==> config.mk <==
export PLATFORM = sky130hd
export DESIGN_NAME = uart_alu_ctrl
export DESIGN_NICKNAME = d
export VERILOG_FILES = /design/src/rtl/uart_alu_pkg.sv /design/src/rtl/uart_alu_timeout.sv /design/src/rtl/uart_alu_ctrl.sv
export SDC_FILE = /design/constraint.sdc
export NUM_CORES = 1
export LEC_CHECK = 0
export ABC_AREA = 0
export BUFFER_PORTS_ARGS = -buffer_cell sky130_fd_sc_hd__buf_2
export CORE_ASPECT_RATIO = 0.7
export CORE_MARGIN = 8
export CORE_UTILIZATION = 60
export CTS_BUF_LIST = sky130_fd_sc_hd__clkbuf_2 sky130_fd_sc_hd__clkbuf_4 sky130_fd_sc_hd__clkbuf_8
export DETAILED_ROUTE_END_ITERATION = 10
export HOLD_SLACK_MARGIN = 0.05
export PLACE_DENSITY = 0.84
export SYNTH_ARGS = -nofsm -noshare
export SYNTH_HDL_FRONTEND = slang
export SYNTH_HIERARCHICAL = 1
export SYNTH_SLANG_ARGS = --single-unit
==> constraint.sdc <==
create_clock -name clk -period 4.3 [get_ports clk]
set_clock_uncertainty 0.1 [all_clocks]
set_input_delay 0.86 -clock clk [delete_from_list [all_inputs] [get_ports clk]]
set_output_delay 0.86 -clock clk [all_outputs]
set_load 0.05 [all_outputs]
==> src/rtl/uart_alu_pkg.sv <==
// Shared opcodes, ALU operation encoding and sequencer states for the
// UART command/ALU packet sequencer.
package uart_alu_pkg;

    localparam logic [7:0] OP_ECHO = 8'hEC;
    localparam logic [7:0] OP_ADD  = 8'hAD;
    localparam logic [7:0] OP_MUL  = 8'h88;
    localparam logic [7:0] OP_DIV  = 8'hD1;

    localparam int HDR_BYTES = 4;

    typedef enum logic [1:0] {
        ALU_ADD = 2'd0,
        ALU_MUL = 2'd1,
        ALU_DIV = 2'd2
    } alu_op_e;

    typedef enum logic [3:0] {
        HDR0, HDR1, HDR2, HDR3,
        OPND, ALU_REQ, ALU_WAIT, SEND,
        ECHO, DRAIN
    } state_e;

    function automatic alu_op_e opcode_to_alu(input logic [7:0] opc);
        case (opc)
            OP_MUL:  return ALU_MUL;
            OP_DIV:  return ALU_DIV;
            default: return ALU_ADD;
        endcase
    endfunction

endpackage

==> src/rtl/uart_alu_timeout.sv <==
// Inter-byte idle watchdog: reloads on clear or while stopped, counts down
// while running and flags expiry on the last cycle. TIMEOUT_CYC = 0 disables it.
module uart_alu_timeout #(
    parameter int unsigned TIMEOUT_CYC = 3_225_600
) (
    input  logic clk,
    input  logic rst,
    input  logic run,
    input  logic clear,
    output logic expire
);

    logic [31:0] cnt;

    assign expire = (TIMEOUT_CYC != 0) && run && !clear && (cnt == 32'd1);

    always_ff @(posedge clk or negedge rst) begin
        if (!rst) begin
            cnt <= TIMEOUT_CYC;
        end else if (clear || !run || expire) begin
            cnt <= TIMEOUT_CYC;
        end else begin
            cnt <= cnt - 32'd1;
        end
    end

endmodule

==> src/rtl/uart_alu_ctrl.sv <==
// Packet sequencer: parses RX command packets, folds operands through the
// external ALU and streams the result (or an echo of the payload) to TX.
module uart_alu_ctrl
    import uart_alu_pkg::*;
#(
    parameter int unsigned TIMEOUT_CYC = 3_225_600
) (
    input  logic        clk,
    input  logic        rst,
    input  logic [7:0]  rx_data_i,
    input  logic        rx_valid_i,
    output logic        rx_ready_o,
    output logic [7:0]  tx_data_o,
    output logic        tx_valid_o,
    input  logic        tx_ready_i,
    output logic [1:0]  alu_op_o,
    output logic [31:0] alu_a_o,
    output logic [31:0] alu_b_o,
    output logic        alu_valid_o,
    input  logic        alu_ready_i,
    input  logic [31:0] alu_res_i,
    input  logic        alu_res_valid_i,
    output logic        err_o
);

    state_e      state;
    alu_op_e     alu_op;
    logic [7:0]  opcode;
    logic [7:0]  len_lo;
    logic [15:0] remaining;
    logic [15:0] len_full;
    logic [15:0] plen;
    logic [23:0] opnd;
    logic [31:0] opnd_next;
    logic [31:0] acc;
    logic [2:0]  byte_cnt;
    logic        first_opnd;
    logic        rx_accept;
    logic        timer_run;
    logic        timeout;
    logic        arith_ok;

    assign len_full  = {rx_data_i, len_lo};
    assign plen      = len_full - 16'(HDR_BYTES);
    // At least two operands (12 bytes with header) and whole 32-bit words.
    assign arith_ok  = (len_full >= 16'd12) && (len_full[1:0] == 2'b00);
    assign opnd_next = {rx_data_i, opnd};
    assign alu_op_o  = alu_op;
    assign rx_accept = rx_valid_i && rx_ready_o;
    assign timer_run = !(state inside {HDR0, ALU_WAIT, SEND});

    // In ECHO the last payload byte must not let a header byte slip in
    // while its TX copy is still waiting.
    always_comb begin
        rx_ready_o = 1'b0;
        case (state)
            HDR0, HDR1, HDR2, HDR3, OPND, DRAIN: rx_ready_o = 1'b1;
            ECHO:    rx_ready_o = (remaining != 16'd0) && (!tx_valid_o || tx_ready_i);
            default: rx_ready_o = 1'b0;
        endcase
    end

    uart_alu_timeout #(.TIMEOUT_CYC(TIMEOUT_CYC)) u_timeout (
        .clk    (clk),
        .rst    (rst),
        .run    (timer_run),
        .clear  (rx_accept),
        .expire (timeout)
    );

    always_ff @(posedge clk or negedge rst) begin
        if (!rst) begin
            state       <= HDR0;
            alu_op      <= ALU_ADD;
            opcode      <= 8'h00;
            len_lo      <= 8'h00;
            remaining   <= 16'd0;
            opnd        <= 24'd0;
            acc         <= 32'd0;
            byte_cnt    <= 3'd0;
            first_opnd  <= 1'b0;
            tx_data_o   <= 8'h00;
            tx_valid_o  <= 1'b0;
            alu_a_o     <= 32'd0;
            alu_b_o     <= 32'd0;
            alu_valid_o <= 1'b0;
            err_o       <= 1'b0;
        end else begin
            err_o <= 1'b0;
            if (tx_valid_o && tx_ready_i)
                tx_valid_o <= 1'b0;

            if (timeout) begin
                state       <= HDR0;
                err_o       <= 1'b1;
                alu_valid_o <= 1'b0;
            end else begin
                case (state)
                    HDR0: if (rx_accept) begin
                        opcode <= rx_data_i;
                        state  <= HDR1;
                    end
                    HDR1: if (rx_accept) state <= HDR2;
                    HDR2: if (rx_accept) begin
                        len_lo <= rx_data_i;
                        state  <= HDR3;
                    end
                    HDR3: if (rx_accept) begin
                        byte_cnt   <= 3'd0;
                        first_opnd <= 1'b1;
                        remaining  <= (len_full < 16'(HDR_BYTES)) ? 16'd0 : plen;
                        if (opcode == OP_ECHO && len_full >= 16'(HDR_BYTES)) begin
                            state <= (plen == 16'd0) ? HDR0 : ECHO;
                        end else if ((opcode inside {OP_ADD, OP_MUL, OP_DIV}) && arith_ok) begin
                            alu_op <= opcode_to_alu(opcode);
                            state  <= OPND;
                        end else begin
                            err_o <= 1'b1;
                            state <= (len_full <= 16'(HDR_BYTES)) ? HDR0 : DRAIN;
                        end
                    end
                    OPND: if (rx_accept) begin
                        opnd      <= opnd_next[31:8];
                        remaining <= remaining - 16'd1;
                        byte_cnt  <= byte_cnt + 3'd1;
                        if (byte_cnt == 3'd3) begin
                            byte_cnt <= 3'd0;
                            if (first_opnd) begin
                                acc        <= opnd_next;
                                first_opnd <= 1'b0;
                            end else begin
                                alu_a_o     <= acc;
                                alu_b_o     <= opnd_next;
                                alu_valid_o <= 1'b1;
                                state       <= ALU_REQ;
                            end
                        end
                    end
                    ALU_REQ: if (alu_ready_i) begin
                        alu_valid_o <= 1'b0;
                        state       <= ALU_WAIT;
                    end
                    ALU_WAIT: if (alu_res_valid_i) begin
                        acc      <= alu_res_i;
                        byte_cnt <= 3'd0;
                        state    <= (remaining == 16'd0) ? SEND : OPND;
                    end
                    // acc is consumed LSB first by shifting; it is reloaded per packet.
                    SEND: if (!tx_valid_o || tx_ready_i) begin
                        if (byte_cnt == 3'd4) begin
                            state <= HDR0;
                        end else begin
                            tx_valid_o <= 1'b1;
                            tx_data_o  <= acc[7:0];
                            acc        <= {8'h00, acc[31:8]};
                            byte_cnt   <= byte_cnt + 3'd1;
                        end
                    end
                    ECHO: begin
                        if (rx_accept) begin
                            tx_valid_o <= 1'b1;
                            tx_data_o  <= rx_data_i;
                            remaining  <= remaining - 16'd1;
                        end else if (remaining == 16'd0 && (!tx_valid_o || tx_ready_i)) begin
                            state <= HDR0;
                        end
                    end
                    DRAIN: if (rx_accept) begin
                        remaining <= remaining - 16'd1;
                        if (remaining == 16'd1) state <= HDR0;
                    end
                    default: state <= HDR0;
                endcase
            end
        end
    end

endmodule

Word-level counts from Yosys, hierarchy flattened
Index checks and enable logic that the tools add are counted.
Operators by class
  multiplexer cells: 68
  eq/ne operators: 41
  reductions and logical operators: 42
  $add $sub $neg: 4
  bitwise logic cells: 3
  magnitude comparators: 4
Operators by type and width (number)
  $mux W32: 7
  $pmux W32 S3: 1
  $mux W4: 20
  $mux W16: 3
  $pmux W4 S10: 1
  $eq A32 B1 Y1 const B: 1
  $eq A8 B8 Y1 const B: 4
  $logic_not A16 Y1: 2
  $pmux W16 S2: 1
  $sub A32 B1 Y32 const B: 1
  $reduce_and A5 Y1: 5
  $mux W8: 3
  $ne A3 B1 Y1 const B: 8
  $mux W1: 18
  $mux W3: 6
  $ne A3 B2 Y1 const B: 6
  $eq A16 B1 Y1 const B: 1
  $eq A4 B3 Y1 const B: 4
  $ge A16 B3 Y1 const B: 1
  $ge A16 B4 Y1 const B: 1
  $le A16 B3 Y1 const B: 1
  $lt A16 B3 Y1 const B: 1
  $pmux W8 S2: 1
  $reduce_bool A16 Y1: 1
  31 further kinds: 64
Word-level totals
  word-level logic and storage cells: 178
  register bits: 205

Longest topological paths before layout
Gate-level depths: netlist of run 1.
  depth in word-level cells: 10
  gate-level depth with buffers: 13
  gate-level depth less buffers: 12

Hierarchy
Netlist of run 1, hierarchy kept.
By module, submodules not included
  uart_alu_ctrl: area an instance 8494.4 um^2, cells an instance 763, times used 1, sequential area each 4329.2 um^2
  uart_alu_timeout: area an instance 1780.5 um^2, cells an instance 171, times used 1, sequential area each 808.3 um^2

Worst setup path before layout of run 1
Ideal clock, no wire load.
  path type: register to register
  start point: register remaining[0]
  end point: register alu_a_o[0]
  setup slack: 0.590 ns
  stages on the path, launching flop included: 14
  required time: 4.072 ns
  arrival: 3.483 ns
  path buffers: 3
  cell sequence: dfrtp_1 inv_1 ha_1 or3b_2 nor4_4 o22ai_1 nand2b_1 nor2_1 clkdlybuf4s15_1 nor3_1 nand4b_1 clkbuf_1 buf_2 mux2_1
Between the ends
  longest elaborated chain between the ends: 9
Ends and longest elaborated chain
  start: declaration: RTL line uart_alu_ctrl.sv:30  | logic [15:0] remaining;
  start signal: assignment: RTL line uart_alu_ctrl.sv:111  | remaining <= (len_full < 16'(HDR_BYTES)) ? 16'd0 : plen;
  start signal: assignment: RTL line uart_alu_ctrl.sv:124  | remaining <= remaining - 16'd1;
  start signal: assignment: RTL line uart_alu_ctrl.sv:163  | remaining <= remaining - 16'd1;
  $reduce_bool A16 Y1: RTL line uart_alu_ctrl.sv:58  | ECHO: rx_ready_o = (remaining != 16'd0) && (!tx_valid_o || tx_ready_i);
  $logic_and A1 B1 Y1: RTL line uart_alu_ctrl.sv:58
  $pmux W1 S2: RTL line uart_alu_ctrl.sv:56  | case (state)
  $logic_and A1 B1 Y1: RTL line uart_alu_ctrl.sv:49  | assign rx_accept = rx_valid_i && rx_ready_o;
  net rx_accept: RTL line uart_alu_ctrl.sv:38  | logic rx_accept;
  $logic_not A1 Y1: RTL line uart_alu_timeout.sv:15  | assign expire = (TIMEOUT_CYC != 0) && run && !clear && (cnt == 32'd1);
  $logic_and A1 B1 Y1 (2 in series): RTL line uart_alu_timeout.sv:15
  net timeout: RTL line uart_alu_ctrl.sv:40  | logic timeout;
  $not A1 Y1 (no line)
  $reduce_and A5 Y1 (no line)
  end signal: assignment: RTL line uart_alu_ctrl.sv:84  | alu_a_o <= 32'd0;
  end signal: assignment: RTL line uart_alu_ctrl.sv:132  | alu_a_o <= acc;
  end: declaration: RTL line uart_alu_ctrl.sv:17  | output logic [31:0] alu_a_o,
The timed path passes the listed nets, and every way through them passes these cells.
A chain may end at the register's enable or synchronous reset.

Worst setup path in the final report of run 1
  start point: register remaining[0]
  end point: register alu_b_o[4]
Between the ends
  longest elaborated chain between the ends: 9
Ends and longest elaborated chain
  $reduce_bool A16 Y1: RTL line uart_alu_ctrl.sv:58
  $logic_and A1 B1 Y1: RTL line uart_alu_ctrl.sv:58
  $pmux W1 S2: RTL line uart_alu_ctrl.sv:56
  $logic_and A1 B1 Y1: RTL line uart_alu_ctrl.sv:49
  net rx_accept: RTL line uart_alu_ctrl.sv:38
  $logic_not A1 Y1: RTL line uart_alu_timeout.sv:15
  $logic_and A1 B1 Y1 (2 in series): RTL line uart_alu_timeout.sv:15
  net timeout: RTL line uart_alu_ctrl.sv:40
  $not A1 Y1 (no line)
  $reduce_and A5 Y1 (no line)
  end signal: assignment: RTL line uart_alu_ctrl.sv:133  | alu_b_o <= opnd_next;
  end: declaration: RTL line uart_alu_ctrl.sv:18  | output logic [31:0] alu_b_o,
The timed path passes the listed nets, and every way through them passes these cells.

==> results.json, run 1 <==
{
  "status": "finished, final reports clean",
  "final.min_clock_period_ns": 3.91,
  "crit_fanout": 40,
  "netlist_area_sq_mm": 0.0103,
  "ir_worst_vdd_v": 0.000373,
  "coreArea_sq_mm": 0.0170,
  "wl_per_cell_um": 20.9,
  "start_util_pct": 60.6,
  "synth.most_common_cell": "dfrtp_1",
  "crit_chain": "inv_1, ha_1, or3b_2, nor4_4, o22ai_1, nand2b_1, nor2_1, buf_4, nor3_1, nand4b_1, buf_4, mux2_2",
  "grt_pass1_wl_um": 43800,
  "drcViolationCount": 0,
  "worst_slack_ns": 0.394,
  "hp-class": "in -> async",
  "portBuffers": 123,
  "final_cells": 1307,
  "reg2reg_from": "remaining[0]",
  "setup_violations": 0,
  "vias": 8303,
  "ios": 124,
  "critPathTopFamily": "simple AND/OR/NAND/NOR gates",
  "dominantRegCellSynth": "dfrtp_1",
  "synth-seq-cells": 205,
  "crit_path_end_kind": "register",
  "clk_latency_ns": 0.59,
  "path_depth": 12,
  "min_period_over_period_pct": 90.8,
  "layout-drive-gt1-share_pct": 27.4,
  "fin_hold_ws_ns": 0.248,
  "slowest_stage": "or3b_2",
  "powerDensity_mw_per_mm2": 636,
  "setup_tns_ns": 0,
  "grt_max_degree": 98,
  "rows": 40,
  "fp.dieArea_sq_mm": 0.0216,
  "path_class": "reg -> reg",
  "grt_overflow_total": 0,
  "htreeDepth": 1,
  "cts_buffers": 30,
  "synthArstFlopShare_pct": 100,
  "synth_top_area_share_pct": 48.5,
  "track_usage_pct": 25.1,
  "cap_viol_max_count": 0,
  "wl_um": 27300,
  "yosys-top-cells-count": "199 x dfrtp_1, 92 x nor2_1, 78 x a21oi_1",
  "cts_sinks": 205,
  "total_power_w": 0.00751,
  "nets": 1109,
  "first_global_vias": 8146,
  "crit_start": "remaining[0]",
  "clockBufferDepth": 3,
  "cts_setup_buffers": 0,
  "die_y_um": 125,
  "r2r_end": "alu_b_o[4]",
  "dp.cells": 1251,
  "rrSetupSlack_ns": 0.39,
  "die_w_um": 172,
  "slew_headroom_pct": 45.7,
  "yosys.area.top_type": "dfrtp_1",
  "netlist_instances": 934,
  "report.final.slew_viol_count": 0,
  "yosysWarnings": 6,
  "cp.required_ns": 4.68,
  "vias_per_cell": 6.35,
  "rsz0062_at_grt": "false",
  "finalHoldViolCount": 0,
  "ctsRootBufferMaster": "clkbuf_8",
  "clkTransAtPathRegs_ns": 0.07,
  "pre_cts_ws_ns": 0.461,
  "power_leakage_nw": 5.53,
  "cp-start-kind": "register",
  "worst-path-buf-inv": 3,
  "path_common_cell": "buf_4",
  "synth-edff-count": 0,
  "ant_nets": 0,
  "n_fill_cell": 1182,
  "drt-pass1-iter-count": 5,
  "cts_tree": "yes",
  "ys_types": 85,
  "diodes": 0,
  "ys_top_cells_by_area": "dfrtp_1 48%, mux2_2 6.0%, mux2_1 5.7%, a21oi_1 3.8%, nor2_1 3.4%",
  "hpwl_um": 18500,
  "tightestPinTransition_ns": 0.815,
  "place.gp.congestion": 0.950,
  "syn-num-nets": 991,
  "postCtsResizedCells": 0,
  "yosysSeqAreaShare_pct": 50.0,
  "critPathArrivalTime_ns": 4.28,
  "syn2layout_area_growth_pct": 14.9,
  "antenna_found_initial": 1,
  "critPathMaxStageDelay_ns": 0.53,
  "avgSynthCellArea_sq_um": 11.0,
  "endpoint": "alu_b_o[4]",
  "drtIter0Drc": 922,
  "holdBufCountCts": 0,
  "reg2reg_depth": 12,
  "fmax_ghz": 0.256
}
[report_power, final]
| group | internal [W] | switching (W) | total (W) |
|---|---|---|---|
| combinational | 0.000986 | 0.00164 | 0.00263 |
| sequential | 0.00240 | 0.000558 | 0.00296 |
| clock | 0.00114 | 0.000782 | 0.00192 |
| total | 0.00453 | 0.00298 | 0.00751 |
[how the worst min path moves through the flow]
stage | end | slack, ns | cells past startpoint
floorplan | remaining[15] | 0.37 | 2
global placement | alu_a_o[0] | 0.37 | 1
detailed placement | alu_a_o[0] | 0.38 | 1
CTS | alu_b_o[30] | 0.27 | 1
global route | alu_b_o[27] | 0.30 | 1
finish | alu_b_o[30] | 0.25 | 1
[area by class of cell]
| type | instances | area, sq um | share of cell area, % |
|---|---|---|---|
| Timing Repair Buffer | 140 | 764 | 6.48 |
| Clock buffer | 47 | 603 | 5.11 |
| Clock inverter | 9 | 156 | 1.32 |
| Multi-Input combinational cell | 659 | 4790 | 40.6 |
| Tap cell | 231 | 289 | 2.45 |
| Inverter | 16 | 60.1 | 0.509 |
| Sequential cell | 205 | 5140 | 43.5 |
[registers in the layout (all words and copies together) (netlist names), 2 cells and up]
register / flops
acc: 32
alu_a_o: 32
alu_b_o: 32
u_timeout/cnt: 32
opnd: 24
remaining: 16
len_lo: 8
opcode: 8
tx_data_o: 8
state: 4
byte_cnt: 3
alu_op_o: 2
[worst register-to-register path, delay by kind of cell (launching register included)]
| kind | cells | cell delay, ns |
|---|---|---|
| flops | 1 | 0.43 |
| compound gates | 1 | 0.29 |
| simple gates | 6 | 1.64 |
| fa+ha+maj | 1 | 0.20 |
| mux | 1 | 0.42 |
| buf+inv | 3 | 0.76 |
[kinds of logic (layout without fill, tap and decap cells)]
family	after synthesis	count (layout)	synth area share, %
compound gates	215	215	13.8
fa+ha+maj	11	11	1.34
xor+xnor	18	18	1.53
simple gates	294	294	16.8
flops	205	205	50.0
mux	121	121	13.1
buf+inv	70	212	3.42
[cell usage in the layout (no fill, tap or decap), drive strengths merged, types with 6 or more instances in the layout]
master  Yosys  final
a21oi      78     78
a221oi     24     24
buf        27    139
clkbuf     25     48
dfrtp     199    199
dfstp       6      6
ha         11     11
inv        16     17
mux2      108    108
mux2i      13     13
nand2      36     36
nand2b      9      9
nand3      17     17
nand3b      7      7
nor2       94     94
nor3       22     22
nor3b      36     36
nor4       11     11
o21ai      51     51
o31ai      10     10
o41ai       9      9
or3        11     11
or4        21     21
xnor2       6      6
xor2       12     12
[layer usage]
metal / wire (um) / part of all wire, % / up-vias / global-route usage [%]
met2: 12000 / 44 / 400 / 36.4
met1: 12100 / 44 / 4155 / 37.0
met3: 2650 / 9.7 / 51 / 6.10
met4: 604 / 2.2 / 2 / 6.17
met5: 10 / 0.037 / - / 0
li1: - / - / 3695 / -
[metrics by stage]
stage | util (%) | area [sq um]
2_1_floorplan | - | 10300
3_3_place_gp | 65.1 | 11000
3_5_place_dp | 65.1 | 11000
4_1_cts | 69.6 | 11800
5_1_grt | 69.6 | 11800
6_report | 69.6 | 11800
No activity file was read; power rests on OpenSTA's default activity.
==> inputs of run 2 (changes only) <==
--- a/config.mk
+++ b/config.mk
@@ -8,5 +8,4 @@
 export ABC_AREA = 0
 export BUFFER_PORTS_ARGS = -buffer_cell sky130_fd_sc_hd__buf_2
-export CORE_ASPECT_RATIO = 0.7
 export CORE_MARGIN = 8
 export CORE_UTILIZATION = 60
==> constraint.sdc (replaced) <==
create_clock -name clk -period 4.3 [get_ports clk]
set_clock_uncertainty 0.1 [all_clocks]
set_input_delay 0.43 -clock clk [delete_from_list [all_inputs] [get_ports clk]]
set_output_delay 0.43 -clock clk [all_outputs]
set_load 0.05 [all_outputs]
==> run 2 against run 1 <==
Die area fell by 0.31%. Maximum frequency is 0.64% higher. Combinational power down 4%. Count of clock-buffer cells in the layout grew 10. Utilization is 0.31 points lower. Via count decreased by 3.9%.
==> results.json, run 2 (synthesis gave the netlist of run 1 again) <==
{
  "dpl-instance-area_sq_mm": 0.0110,
  "rsz0062_at_grt": "false",
  "place.gp.congestion": 0.934,
  "cts_tree": "yes",
  "crit_start": "remaining[0]",
  "coreArea_sq_mm": 0.0170,
  "vias_per_cell": 6.12,
  "grt_pass1_wl_um": 41500,
  "powerDensity_mw_per_mm2": 621,
  "path_class": "reg -> reg",
  "rows": 48,
  "swShare_pct": 39.3,
  "drtIter0Drc": 703,
  "finalHoldViolCount": 0,
  "clkPwrFrac_pct": 25.0,
  "drt-pass1-iter-count": 5,
  "fp.dieArea_sq_mm": 0.0216,
  "vias": 7981,
  "hpwl_um": 17400,
  "htreeDepth": 2,
  "portBuffers": 123,
  "clkTransAtPathRegs_ns": 0.07,
  "design_area_sq_mm": 0.0118,
  "clockBufferDepth": 3,
  "ios": 124,
  "ctsRootBufferMaster": "clkbuf_8",
  "final.min_clock_period_ns": 3.88,
  "fmax_ghz": 0.258,
  "start_util_pct": 60.5,
  "die_y_um": 147,
  "cap_viol_max_count": 0,
  "nets": 1112,
  "cp.required_ns": 4.58,
  "ant_nets": 0,
  "drcViolationCount": 0,
  "tightestPinTransition_ns": 0.878,
  "min_period_over_period_pct": 90.3,
  "report.final.slew_viol_count": 0,
  "cts_sinks": 205,
  "power_frac_comb_pct": 34.5,
  "clk_latency_ns": 0.52,
  "antenna_found_initial": 0,
  "status": "finished, final reports clean",
  "crit_fanout": 41,
  "die_w_um": 147,
  "wl_um": 25600,
  "reg2reg_from": "remaining[0]",
  "final_common_cell": "dfrtp_1",
  "hp-start": "alu_res_i[31]",
  "setup_tns_ns": 0,
  "grt_max_degree": 112,
  "p_int_w": 0.00444,
  "hp-class": "in -> reg",
  "diodes": 0,
  "layout-drive-gt1-share_pct": 27.5,
  "track_usage_pct": 23.5,
  "wl_per_cell_um": 19.6,
  "dp.cells": 1242,
  "critPathArrivalTime_ns": 4.16,
  "p_sw_w": 0.00287,
  "grt_overflow_total": 0,
  "mostFrequentLayoutCells": "198 x dfrtp_1, 122 x buf_2, 91 x nor2_1",
  "setup_violations": 0,
  "slew_headroom_pct": 41.5,
  "cp-start-kind": "register",
  "pwr-share-seq_pct": 40.4,
  "final_cells": 1304,
  "power_leakage_nw": 5.52,
  "ir_worst_vdd_v": 0.000358,
  "syn2layout_area_growth_pct": 14.6,
  "cts_buffers": 35,
  "first_global_vias": 7938,
  "crit_path_end_kind": "register"
}
[run 2: cell count changes in the layout (fill, tap and decap cells not counted), moves of 2 or more]
| cell | change |
|---|---|
| buf_4 | -3 |
| clkbuf_4 | +3 |
| clkbuf_8 | +7 |
| clkinv_2 | -2 |
| bufinv_16 | -4 |
[run 2: metal layers]
metal  GRT usage [%]  routed length (um)  vias to the layer above
met3            5.72                1850                       49
li1                -                   -                     3700
met1            32.0               11200                     3910
met2            35.7               11800                      322
met4            8.76                 765                        0
met5               0                   0                        -
[run 2: what timing repair did]
item                                    CTS  global route
hold buffers                              1             0
gates resized for setup                   0             0
buffers inserted                          0             0
hold endpoints to repair                109             0
endpoints found under the setup margin    0             0
[run 2: layout make-up]
| type | instances | area (sq um) |
|---|---|---|
| fill | 1242 | 5220 |
| sequential | 205 | 5140 |
| multi-input combinational | 659 | 4790 |
| timing repair buffer | 138 | 752 |
| clock buffer | 57 | 722 |
| tap | 225 | 282 |
| inverter | 16 | 60.1 |
| clock inverter | 4 | 26.3 |
[run 2: through the flow]
step                      total power [W]  utilization [%]  hold WS (ns)  worst slack [ns]
after floorplan                   0.00479                -        0.0344             0.590
after global placement            0.00535             64.8         0.364             0.601
after detailed placement          0.00545             64.8         0.375             0.505
after CTS                         0.00732             69.3         0.211             0.457
after global routing              0.00776             69.3         0.240             0.211
final                             0.00731             69.3         0.233             0.419
[run 2: worst paths after layout]
check / slack [ns] / depth (start not counted) / endpoint
worst max-delay path: 0.42 / 12 / alu_b_o[11]
worst min-delay path: 0.23 / 4 / acc[31]
worst max register to register: 0.42 / 12 / alu_b_o[11]
worst min register to register: 0.39 / 1 / alu_a_o[22]
max in group asynchronous: 2.62 / 3 / u_timeout/cnt[20]
min in group asynchronous: 0.52 / 2 / tx_data_o[4]
[run 2: worst max-delay path, cell delays in order (launching register included)]
cell	delay (ns)
dfrtp_1	0.41
inv_1	0.09
ha_1	0.19
or3b_2	0.52
nor4_4	0.42
o22ai_1	0.27
nand2b_1	0.27
nor2_1	0.12
buf_4	0.16
nor3_1	0.11
nand4b_1	0.17
buf_4	0.48
mux2_2	0.41
[run 2: power by group through the flow]
stage | Combinational, W | Sequential (W) | Clock, W
finish | 0.00252 | 0.00296 | 0.00183
CTS | 0.00251 | 0.00294 | 0.00187
global route | 0.00278 | 0.00303 | 0.00195
detailed placement | 0.00249 | 0.00296 | 0
global placement | 0.00242 | 0.00294 | 0
floorplan | 0.00192 | 0.00287 | 0
==> inputs of run 3 (changes only) <==
- SYNTH_HIERARCHICAL: 1 -> not set
==> run 3 against run 2 <==
Hold slack lost 0.078 ns. Total power is 8.5% lower. Die area shrank 1.8%. Largest cell class unchanged. Routed wire length is 0.85% higher. Sequential cell count is the same. Final area is 1.6% lower. First-iteration DRC count shrank 13%. Synthesized cell count is 1.2% higher. Sequential share of layout area rose by 0.71 points. Sequential power decreased by 8.1%. Cell count rose by 0.46%.
==> results.json, run 3 <==
{
  "status": "finished, final reports clean",
  "grt_max_degree": 135,
  "critPathMaxStageDelay_ns": 0.58,
  "synthArstFlopShare_pct": 100,
  "final_cells": 1310,
  "wl_per_cell_um": 19.7,
  "die_w_um": 146,
  "fmax_ghz": 0.314,
  "vias": 7847,
  "critPathArrivalTime_ns": 2.65,
  "min_period_over_period_pct": 74.0,
  "power_frac_comb_pct": 31.2,
  "endpoint": "rx_ready_o",
  "ios": 124,
  "synth_top_area_share_pct": 49.5,
  "critPathTopFamily": "simple AND/OR/NAND/NOR gates",
  "avgSynthCellArea_sq_um": 10.6,
  "yosys-top-cells-count": "199 x dfrtp_1, 106 x mux2_2, 87 x nor2_1",
  "netlist_instances": 945,
  "path_class": "reg -> out",
  "synth.most_common_cell": "dfrtp_1",
  "crit_chain": "or4_4, nor4_4, a21oi_2, a221o_2, buf_2",
  "clkTransAtPathRegs_ns": 0.06,
  "cp.required_ns": 3.77,
  "powerDensity_mw_per_mm2": 578,
  "rsz0062_at_grt": "false",
  "cts_sinks": 205,
  "synth-seq-cells": 205,
  "diodes": 0,
  "tightestPinTransition_ns": 1.06,
  "power_leakage_nw": 5.53,
  "ir_worst_vdd_v": 0.000352,
  "cts_tree": "yes",
  "track_usage_pct": 24.5,
  "vias_per_cell": 5.99,
  "drtIter0Drc": 611,
  "ant_nets": 0,
  "synth-edff-count": 0,
  "die_y_um": 146,
  "htreeDepth": 2,
  "ctsRootBufferMaster": "clkbuf_8",
  "rrSetupSlack_ns": 1.15,
  "grt_overflow_total": 0,
  "clockBufferDepth": 3,
  "rows": 47,
  "cp-start-kind": "register",
  "clk_latency_ns": 0.52,
  "drt-pass1-iter-count": 5,
  "r2r_end": "alu_a_o[11]",
  "nets": 1122,
  "wl_um": 25800,
  "pwr-share-seq_pct": 40.6,
  "yosysSeqAreaShare_pct": 51.1,
  "crit_path_end_kind": "output port",
  "first_global_vias": 7984,
  "slew_headroom_pct": 29.2,
  "start_util_pct": 61.1,
  "hp-class": "in -> reg",
  "dominantRegCellSynth": "dfrtp_1",
  "crit_start": "remaining[11]",
  "cts_buffers": 35,
  "grt_pass1_wl_um": 42700,
  "path_depth": 5,
  "ys_types": 72,
  "drcViolationCount": 0,
  "yosysWarnings": 0,
  "total_power_w": 0.00669,
  "report.final.slew_viol_count": 0,
  "setup_tns_ns": 0,
  "final_common_cell": "dfrtp_1",
  "hpwl_um": 17500,
  "swShare_pct": 36.7,
  "crit_fanout": 6,
  "layout-drive-gt1-share_pct": 30.4,
  "dp.cells": 1245,
  "p_sw_w": 0.00245,
  "yosys.area.top_type": "dfrtp_1",
  "worst-path-buf-inv": 1,
  "mostFrequentLayoutCells": "198 x dfrtp_1, 123 x buf_2, 106 x mux2_2",
  "portBuffers": 123,
  "netlist_area_sq_mm": 0.0101,
  "slowest_stage": "or4_4",
  "cap_viol_max_count": 0,
  "place.gp.congestion": 0.902,
  "reg2reg_from": "state[1]",
  "coreArea_sq_mm": 0.0165,
  "ys_top_cells_by_area": "dfrtp_1 49%, mux2_2 12%, o21ai_0 3.6%, mux2i_1 3.3%, nor2_1 3.2%",
  "clkPwrFrac_pct": 28.1,
  "antenna_found_initial": 1,
  "reg2reg_depth": 8,
  "p_int_w": 0.00424,
  "finalHoldViolCount": 0,
  "final.min_clock_period_ns": 3.18,
  "syn-num-nets": 1003,
  "fp.dieArea_sq_mm": 0.0212,
  "syn2layout_area_growth_pct": 15.1,
  "setup_violations": 0
}
==> run 3: changes by cell type after synthesis, moves of 14 or more <==
cell and delta:
a21oi_1 -20, a221oi_1 -24, buf_2 -14, clkbuf_1 +17, mux2_1 -52, mux2_2 +51, mux2i_1 +20, nand2_1 +46
nor3b_1 -24, o21ai_0 +63, o21ai_1 -39, xnor2_1 +17
==> run 3: logic make-up (layout without fill, tap and decap cells) <==
logic type                 after synthesis  after routing  synth area share (%)
AOI/OAI and AO/OA                      189            189                  11.1
xor gates and xnor gates                36             36                  3.13
adders and majority gates               12             12                  1.49
buffers and inverters                   69            214                  3.12
DFF                                    205            205                  51.1
muxes                                  139            139                  15.1
and+or+nand+nor                        295            295                  14.9
==> run 3: power by group through the flow <==
stage / registers, W / clock network (W) / logic [W]
6_report: 0.00272 / 0.00188 / 0.00209
5_1_grt: 0.00277 / 0.00200 / 0.00232
4_1_cts: 0.00270 / 0.00191 / 0.00207
3_5_place_dp: 0.00273 / 0 / 0.00206
3_3_place_gp: 0.00271 / 0 / 0.00199
2_1_floorplan: 0.00273 / 0 / 0.00151
==> run 3: through the flow <==
stage,setup WS (ns),area (sq um),hold slack [ns],util (%)
floorplan,1.66,10100,0.0344,-
global placement,1.22,10800,0.361,65.6
detailed placement,1.15,10800,0.369,65.6
CTS,1.12,11600,0.142,70.3
global route,0.936,11600,0.166,70.4
finish,1.12,11600,0.154,70.4
==> run 3: worst reg2reg max path: stages, from the launching register on <==
cell	delay, ns
dfrtp_1	0.53
nor4b_2	0.33
buf_4	0.26
nand3_1	0.10
o211ai_1	0.50
nand3_1	0.25
nor2_4	0.14
buf_4	0.42
mux2_2	0.41
==> run 3: what timing repair did <==
item / CTS / global route
resized for setup: 0 / 0
hold endpoints to repair: 4 / 0
hold buffers: 1 / 0
setup buffers: 0 / 0
==> run 3: routing by layer <==
| metal | global-route usage, % | part of all wire (%) | vias to the layer above |
|---|---|---|---|
| li1 | - | - | 3618 |
| met1 | 32.7 | 43 | 3851 |
| met2 | 38.6 | 47 | 309 |
| met3 | 5.13 | 6.4 | 67 |
| met4 | 9.63 | 3.1 | 2 |
| met5 | 0 | 0.050 | - |
==> run 3: worst min path at each step <==
| stage | from | to | slack (ns) | depth (start not counted) |
|---|---|---|---|---|
| 3_3_place_gp | tx_data_o[1] | tx_data_o[1] | 0.36 | 2 |
| 3_5_place_dp | tx_data_o[5] | tx_data_o[5] | 0.37 | 2 |
| 6_report | alu_ready_i | alu_valid_o | 0.15 | 3 |
| 5_1_grt | alu_ready_i | alu_valid_o | 0.17 | 3 |
| 4_1_cts | alu_ready_i | alu_valid_o | 0.14 | 3 |
| 2_1_floorplan | rst | acc[0] | 0.03 | 0 |
==> run 3: cell type report <==
class	instances	area [sq um]
sequential	205	5140
fill	1178	4880
multi-input combinational	671	4620
timing repair buffer	137	729
clock buffer	59	718
tap	220	275
clock inverter	4	52.6
inverter	14	52.6
